===== config.mk =====
export PLATFORM = sky130hd
export DESIGN_NAME = grf_write_arbiter
export DESIGN_NICKNAME = d
export VERILOG_FILES = /design/src/rtl/grf_write_arbiter_pkg.sv /design/src/rtl/grf_write_arbiter_rr_arbiter.sv /design/src/rtl/grf_write_arbiter.sv
export SDC_FILE = /design/constraint.sdc
export NUM_CORES = 1
export LEC_CHECK = 0
export ABC_AREA = 1
export CORE_MARGIN = 3
export CORE_UTILIZATION = 39
export CTS_CLUSTER_DIAMETER = 50
export CTS_CLUSTER_SIZE = 10
export DETAILED_ROUTE_END_ITERATION = 7
export PLACE_DENSITY = 0.86
export REMOVE_ABC_BUFFERS = 1
export SETUP_SLACK_MARGIN = 0.02
export SYNTH_ARGS = -nofsm -noshare
export SYNTH_HDL_FRONTEND = slang
export SYNTH_HIERARCHICAL = 1
export SYNTH_SLANG_ARGS = --single-unit

===== constraint.sdc =====
create_clock -name clk -period 3.5 [get_ports clk]
set_input_delay 0.7 -clock clk [delete_from_list [all_inputs] [get_ports clk]]
set_output_delay 0.7 -clock clk [all_outputs]
set_load 0.03 [all_outputs]

===== src/rtl/grf_write_arbiter_pkg.sv =====
// Shared widths and constants for the GRF
// write-port arbitration slice.
package grf_write_arbiter_pkg;
  localparam int REG_W  = 5;
  localparam int DATA_W = 32;
  localparam logic [REG_W-1:0] REG_ZERO = '0;
endpackage


===== src/rtl/grf_write_arbiter_rr_arbiter.sv =====
// Round-robin arbiter with optional fixed
// priority for requester 0.
module grf_write_arbiter_rr_arbiter #(
  parameter int N     = 3,
  parameter int IDX_W = 2,
  parameter bit PRIO0 = 1'b1
) (
  input  logic [N-1:0]     req,
  input  logic [IDX_W-1:0] ptr,
  output logic [N-1:0]     gnt,
  output logic [IDX_W-1:0] idx,
  output logic             any
);

  logic [IDX_W-1:0] j;

  always_comb begin
    gnt = '0;
    idx = '0;
    any = 1'b0;
    j   = '0;
    if (PRIO0 && req[0]) begin
      gnt[0] = 1'b1;
      any    = 1'b1;
    end else begin
      for (int k = 0; k < N; k++) begin
        j = IDX_W'((int'(ptr) + k) % N);
        // index 0 only ever wins via priority
        if (!any && req[j] &&
            !(PRIO0 && j == '0)) begin
          gnt[j] = 1'b1;
          idx    = j;
          any    = 1'b1;
        end
      end
    end
  end

endmodule


===== src/rtl/grf_write_arbiter.sv =====
// Arbitrates NUM_REQ writers onto the single
// GRF write port with a one-cycle output stage.
module grf_write_arbiter
  import grf_write_arbiter_pkg::*;
#(
  parameter int NUM_REQ = 3,
  parameter bit PRIO0   = 1'b1,
  parameter int IDX_W   = 2
) (
  input  logic                      clk,
  input  logic                      reset,
  input  logic [NUM_REQ-1:0]        reqValid,
  output logic [NUM_REQ-1:0]        reqReady,
  input  logic [NUM_REQ*REG_W-1:0]  reqReg,
  input  logic [NUM_REQ*DATA_W-1:0] reqData,
  input  logic [NUM_REQ*DATA_W-1:0] reqPC,
  output logic                      writeEnable,
  output logic [REG_W-1:0]          writeReg,
  output logic [DATA_W-1:0]         writeData,
  output logic [DATA_W-1:0]         PCReg,
  output logic [IDX_W-1:0]          grantIdx,
  output logic [31:0]               pendingMask
);

  logic [NUM_REQ-1:0] gnt;
  logic [IDX_W-1:0]   gidx;
  logic               gany;
  logic               xfer;

  logic [IDX_W-1:0]  rr_ptr_q, rr_ptr_d;
  logic              we_q, we_d;
  logic [REG_W-1:0]  wreg_q, wreg_d;
  logic [DATA_W-1:0] wdata_q, wdata_d;
  logic [DATA_W-1:0] wpc_q, wpc_d;

  logic [REG_W-1:0]  sel_reg;
  logic [DATA_W-1:0] sel_data;
  logic [DATA_W-1:0] sel_pc;
  logic [31:0]       pend;

  grf_write_arbiter_rr_arbiter #(
    .N    (NUM_REQ),
    .IDX_W(IDX_W),
    .PRIO0(PRIO0)
  ) u_arb (
    .req(reqValid),
    .ptr(rr_ptr_q),
    .gnt(gnt),
    .idx(gidx),
    .any(gany)
  );

  assign reqReady = gnt & {NUM_REQ{~reset}};
  assign xfer     = gany & ~reset;
  assign grantIdx = gidx;

  always_comb begin
    sel_reg  = '0;
    sel_data = '0;
    sel_pc   = '0;
    pend     = '0;
    for (int i = 0; i < NUM_REQ; i++) begin
      if (gnt[i]) begin
        sel_reg  = reqReg[REG_W*i +: REG_W];
        sel_data = reqData[DATA_W*i +: DATA_W];
        sel_pc   = reqPC[DATA_W*i +: DATA_W];
      end
      if (reqValid[i] && !reqReady[i])
        pend[reqReg[REG_W*i +: REG_W]] = 1'b1;
    end
    pend[0] = 1'b0;
  end

  assign pendingMask = pend;

  always_comb begin
    rr_ptr_d = rr_ptr_q;
    we_d     = 1'b0;
    wreg_d   = wreg_q;
    wdata_d  = wdata_q;
    wpc_d    = wpc_q;
    if (xfer) begin
      we_d    = (sel_reg != REG_ZERO);
      wreg_d  = sel_reg;
      wdata_d = sel_data;
      wpc_d   = sel_pc;
      // a priority win for 0 leaves the rotation alone
      if (!(PRIO0 && gidx == '0))
        rr_ptr_d = (gidx == IDX_W'(NUM_REQ - 1))
                   ? '0 : gidx + IDX_W'(1);
    end
  end

  always_ff @(posedge clk or posedge reset) begin
    if (reset) begin
      rr_ptr_q <= '0;
      we_q     <= 1'b0;
      wreg_q   <= '0;
      wdata_q  <= '0;
      wpc_q    <= '0;
    end else begin
      rr_ptr_q <= rr_ptr_d;
      we_q     <= we_d;
      wreg_q   <= wreg_d;
      wdata_q  <= wdata_d;
      wpc_q    <= wpc_d;
    end
  end

  assign writeEnable = we_q;
  assign writeReg    = wreg_q;
  assign writeData   = wdata_q;
  assign PCReg       = wpc_q;

endmodule


== Word level (Yosys, flattened, before mapping) ==
Cells that the tools add are included.
Cells by class
  divide/modulo/power cells: 3
  equality and inequality tests: 1
  reduce and logical (&&, ||, !) cells: 28
  bitwise operators: 8
  add/sub/neg operators: 3
  multiplexer cells: 49
  order comparisons: 12
Operators by type and width (number)
  two-way mux 32 bit: 9
  modulo 32 x 3 -> 32 bit (second input constant): 2
  OR 32 bit: 2
  modulo 3 x 3 -> 32 bit (second input constant): 1
  < comparator 5 x 6 -> 1 bit (second input constant): 3
  two-way mux 1 bit: 17
  demux 1 bit (select 5 bit): 3
  greater-or-equal comparator 5 x 1 -> 1 bit (second input constant): 3
  two-way mux 3 bit: 5
  two-way mux 5 bit: 3
  logical AND 1 bit: 14
  two-way mux 2 bit: 6
  < comparator 2 x 3 -> 1 bit (second input constant): 3
  logical NOT 1 bit: 8
  logical NOT 2 bit: 4
  binary-select mux 1 bit (select 2 bit): 3
  demux 1 bit (select 2 bit): 3
  greater-or-equal comparator 2 x 1 -> 1 bit (second input constant): 3
  OR 3 bit: 2
  nonzero test 5 bit: 1
  adder 2 x 1 -> 3 bit (second input constant): 1
  adder 2 x 2 -> 3 bit (second input constant): 1
  AND 3 bit: 1
  adder 2 x 1 -> 2 bit (second input constant): 1
  other kinds (4): 5
Storage, ports and cells
  register bits after elaboration: 72
  bits of input ports: 212
  word-level logic and storage cells: 109
  output and inout bits: 107

== Longest topological paths before layout ==
  depth in word-level cells: 24
  gate-level depth with buffers: 20
  depth with buffers taken out: 18

== Hierarchy ==
The synthesis kept the hierarchy.
By module, submodules not included
  grf_write_arbiter: area an instance 5054.8 um2, instances 1, cells an instance 802, sequential area each 1801.7 um2
  grf_write_arbiter_rr_arbiter: area an instance 314.1 um2, instances 1, cells an instance 58, sequential area each 0.0 um2

== Least setup slack after synthesis ==
Ideal clock, no wire load.
  path type: register to output
  start point: register rr_ptr_q[0]
  end point: output pendingMask[14]
  stages on the path, launching flop included: 17
  slack: 0.429 ns
  data required time: 2.800 ns
  buffers on the path: 0
  data arrival time: 2.371 ns
  cells stage by stage: dfrtp_1 -> inv_1 -> ha_1 -> inv_2 -> nand2_1 -> nand2_1 -> nand2_1 -> nor2_1 -> nand2_1 -> nand2_1 -> nand2_1 -> a21oi_1 -> inv_1 -> o21ai_1 -> nor3_2 -> nand2_1 -> o211ai_1
On the way
  elaborated cells between the ends (all ways): 64
  those cells by class: add/sub: 2; div: 3; order compare: 6; mux: 26; bitwise: 5; reduce/logical: 22
RTL lines
  from (decl): RTL line grf_write_arbiter.sv:30  | logic [IDX_W-1:0] rr_ptr_q, rr_ptr_d;
  from (signal assigned): RTL line grf_write_arbiter.sv:102  | rr_ptr_q <= rr_ptr_d;
  parallel branches: the longest is 14 deep, another holds modulo 32 x 3 -> 32 bit
  two-way mux 3 bit (*): RTL line grf_write_arbiter_rr_arbiter.sv:29  | if (!any && req[j] &&
  two-way mux 2 bit (*): RTL line grf_write_arbiter_rr_arbiter.sv:22  | if (PRIO0 && req[0]) begin
  net gnt[2]: RTL line grf_write_arbiter.sv:25  | logic [NUM_REQ-1:0] gnt;
  AND 3 bit (*): RTL line grf_write_arbiter.sv:53  | assign reqReady = gnt & {NUM_REQ{~reset}};
  logical NOT 1 bit (*): RTL line grf_write_arbiter.sv:68  | if (reqValid[i] && !reqReady[i])
  logical AND 1 bit (*): RTL line grf_write_arbiter.sv:68
  two-way mux 32 bit (*): RTL line grf_write_arbiter.sv:68
  to (decl): RTL line grf_write_arbiter.sv:22  | output logic [31:0] pendingMask
Mark *: on every way through the listed nets, which the timed path passes. The select of a mux whose other input is x is not followed.

== Final worst setup path ==
  start point: register rr_ptr_q[0]
  end point: output pendingMask[4]
The elaborated chain is that of the path after synthesis.

==> metrics.csv <==
metric,value,unit
status,"complete, no violations",
Pleak,4.05,nW
Synth Register Bits,72,
power density over the cells,676,nW/um2
Initial Utilization,0.402,
drt wl/cell,17.0,um
final setup fails,0,
synth cell count leaders,"nand2_1, a21oi_1, nor2_1, o21ai_0, dfrtp_1",
Post-Route WL,23100,um
# rows,42,
Worst EP required,2.80,ns
Worst slew margin,0.374,
Final GP Congestion,0.916,
Hold Startpoint,writeReg[4],
Placed Area,8720,um2
final global-route overflow total,0,
Crit. End Element,output port,
core area,13300,um2
Fin Hold WS,0.487,ns
H-tree levels,3,
largest net degree at the start of global routing,81,
Worst Skew,0.00651,ns
max-cap violation count,0,
top_reg_cell synth,dfrtp_1,
DRC,0,
hold crit path type,flip-flop to flip-flop,
Area Overhead vs Synth,73.9,%
First-pass DRT Iterations,5,
design area,9330,um2
HPWL Detailed,17300,um
sequential area share after synthesis,0.336,
layout cells sized above 1,0.133,
number of buffers added on ports,317,
CTS Hold Bufs,0,
count of yosys warnings during synthesis,6,
"area leader, netlist",dfrtp_1,
CTS Buffer Depth,2,
Multi-input gate area,3360,um2
pre-CTS setup slack,-0.0622,ns
Storage cell area,1800,um2
vias per cell,5.28,
Ports,319,
Mapped Area,5370,um2
final period utilization,0.986,
RSZ-0062 raised after global routing,yes,
Worst-Margin Slew,0.939,ns
CTS Buf Count,9,
"EDFF count, synth",0,
max-slew violation count,0,
initial antenna violation count,1,
"top cells by area, synth","dfrtp_1, nand2_1, a21oi_1, o21ai_0, nor2_1",
fillcell total,1190,
worst r2r src,rr_ptr_q[0],
first-pass GRT wire length,33500,um
critical path type,flip-flop to output port,
"count leader, synth",nand2_1,
Initial DRC Count,494,
Via Count,7144,
clock latency on the worst-skew pair,0.32,ns
Max Clock Freq,0.290,GHz
Die H,123,um
Final Critical Period,3.45,ns
Final Hold Viols,0,
Die W,123,um
Worst Path Max Fanout,5,
worst setup margin,0.0501,ns
diode count,0,
Synth Instances,860,
crit path DAT,2.75,ns
GR Util All Layers,0.281,
"CTS clk-pin slew, worst paths",0.06,ns
post-route ant nets,0,
clock sink count,72,
post-synth cell types,28,
worst ir drop on vdd,0.000366,V
type of origin of the critical path,flip-flop,
crit path from,rr_ptr_q[0],
vias in the first global route,6425,
Root Driver,clkbuf_16,
CTS tree,done,
Layout Nets,1389,
die area,15200,um2
ys async rst share,1.00,
Syn Area/Cell,6.24,um2
top cell type's share of synthesized area,0.336,
## cell usage in the layout (no fill, tap or decap), drive strengths merged, types with 13 or more instances in the layout
cell type | synthesis | routed
nand3 | 40 | 40
o211ai | 13 | 13
clkdlybuf4s50 | 0 | 279
dfrtp | 72 | 72
nor2 | 77 | 77
nand2 | 312 | 312
nor3 | 26 | 26
o21ai | 76 | 76
inv | 40 | 40
buf | 31 | 75
a21oi | 138 | 138
## kinds of logic (layout without fill, tap and decap cells)
kind of cell    count (synthesis)  count (layout)  share of synthesized area
buf+inv                        95             412                     0.0755
compound gates                228             228                      0.220
simple gates                  460             460                      0.359
flops                          72              72                      0.336
other cells                     1               1                   0.000698
fa+ha+maj                       4               4                    0.00932
## critical path, stage by stage (launching register included)
cell	delay, ns
dfrtp_1	0.42
buf_6	0.14
ha_4	0.18
inv_4	0.08
nand3_1	0.11
nand2_2	0.16
nand2_4	0.09
nand2_2	0.06
nand2_2	0.06
nand2_2	0.07
a21oi_4	0.06
inv_2	0.07
o21ai_2	0.05
buf_6	0.15
nor3_4	0.22
buf_6	0.15
nand2_1	0.05
o211ai_1	0.11
buf_4	0.20
## sequential cells by signal, indices dropped and copies added, names as in the netlist
| register | count |
|---|---|
| writeData | 32 |
| PCReg | 32 |
| writeReg | 5 |
| writeEnable | 1 |
| rr_ptr_q | 2 |
## metal layers
metal	share of wire	vias up	track usage
li1	-	3453	-
met5	0.00074	-	0
met4	0.040	2	0.118
met1	0.38	3301	0.339
met2	0.50	314	0.484
met3	0.073	74	0.0618
## cell type report
cell class | count | area share
repair buffers | 357 | 0.375
clock buffers | 10 | 0.0245
clock inverters | 5 | 0.00603
well taps | 176 | 0.0236
multi-input cells | 693 | 0.360
flip-flops and latches | 72 | 0.193
inverters | 40 | 0.0168
## timing repair
item | 4_1_cts | 5_1_grt
buffers inserted | 1 | 9
setup endpoints to repair | 32 | 32
pin swaps | 1 | 18
resized for setup | 6 | 64
## final timing paths
path                       depth (start not counted)  slack, ns             end
max reg2reg                                       16       0.47   writeData[18]
max in group asynchronous                          3       1.60     writeReg[4]
max                                               18       0.05  pendingMask[4]
min in group asynchronous                          3       1.27    writeData[0]
min                                                2       0.49     writeReg[4]
min reg2reg                                        2       0.49     writeReg[4]
## report_power, final
part           switching (W)  internal [W]  leakage, nW
clock               0.000349      0.000548        0.139
combinational        0.00239       0.00153         3.07
sequential          0.000239       0.00125        0.849
total                0.00298       0.00333         4.05
## per-stage QoR
| stage | power [W] | cells | util | setup TNS, ns |
|---|---|---|---|---|
| 6_report | 0.00631 | 1353 | 0.699 | 0 |
| 5_1_grt | 0.00673 | 1353 | 0.699 | -1.35 |
| 4_1_cts | 0.00625 | 1347 | 0.677 | 0 |
| 3_5_place_dp | 0.00532 | 1331 | 0.653 | -0.255 |
| 3_3_place_gp | 0.00526 | 1331 | 0.653 | -0.000727 |
| 2_1_floorplan | 0.00363 | 805 | - | -324.88 |
Power figures use the tool's default switching activity.
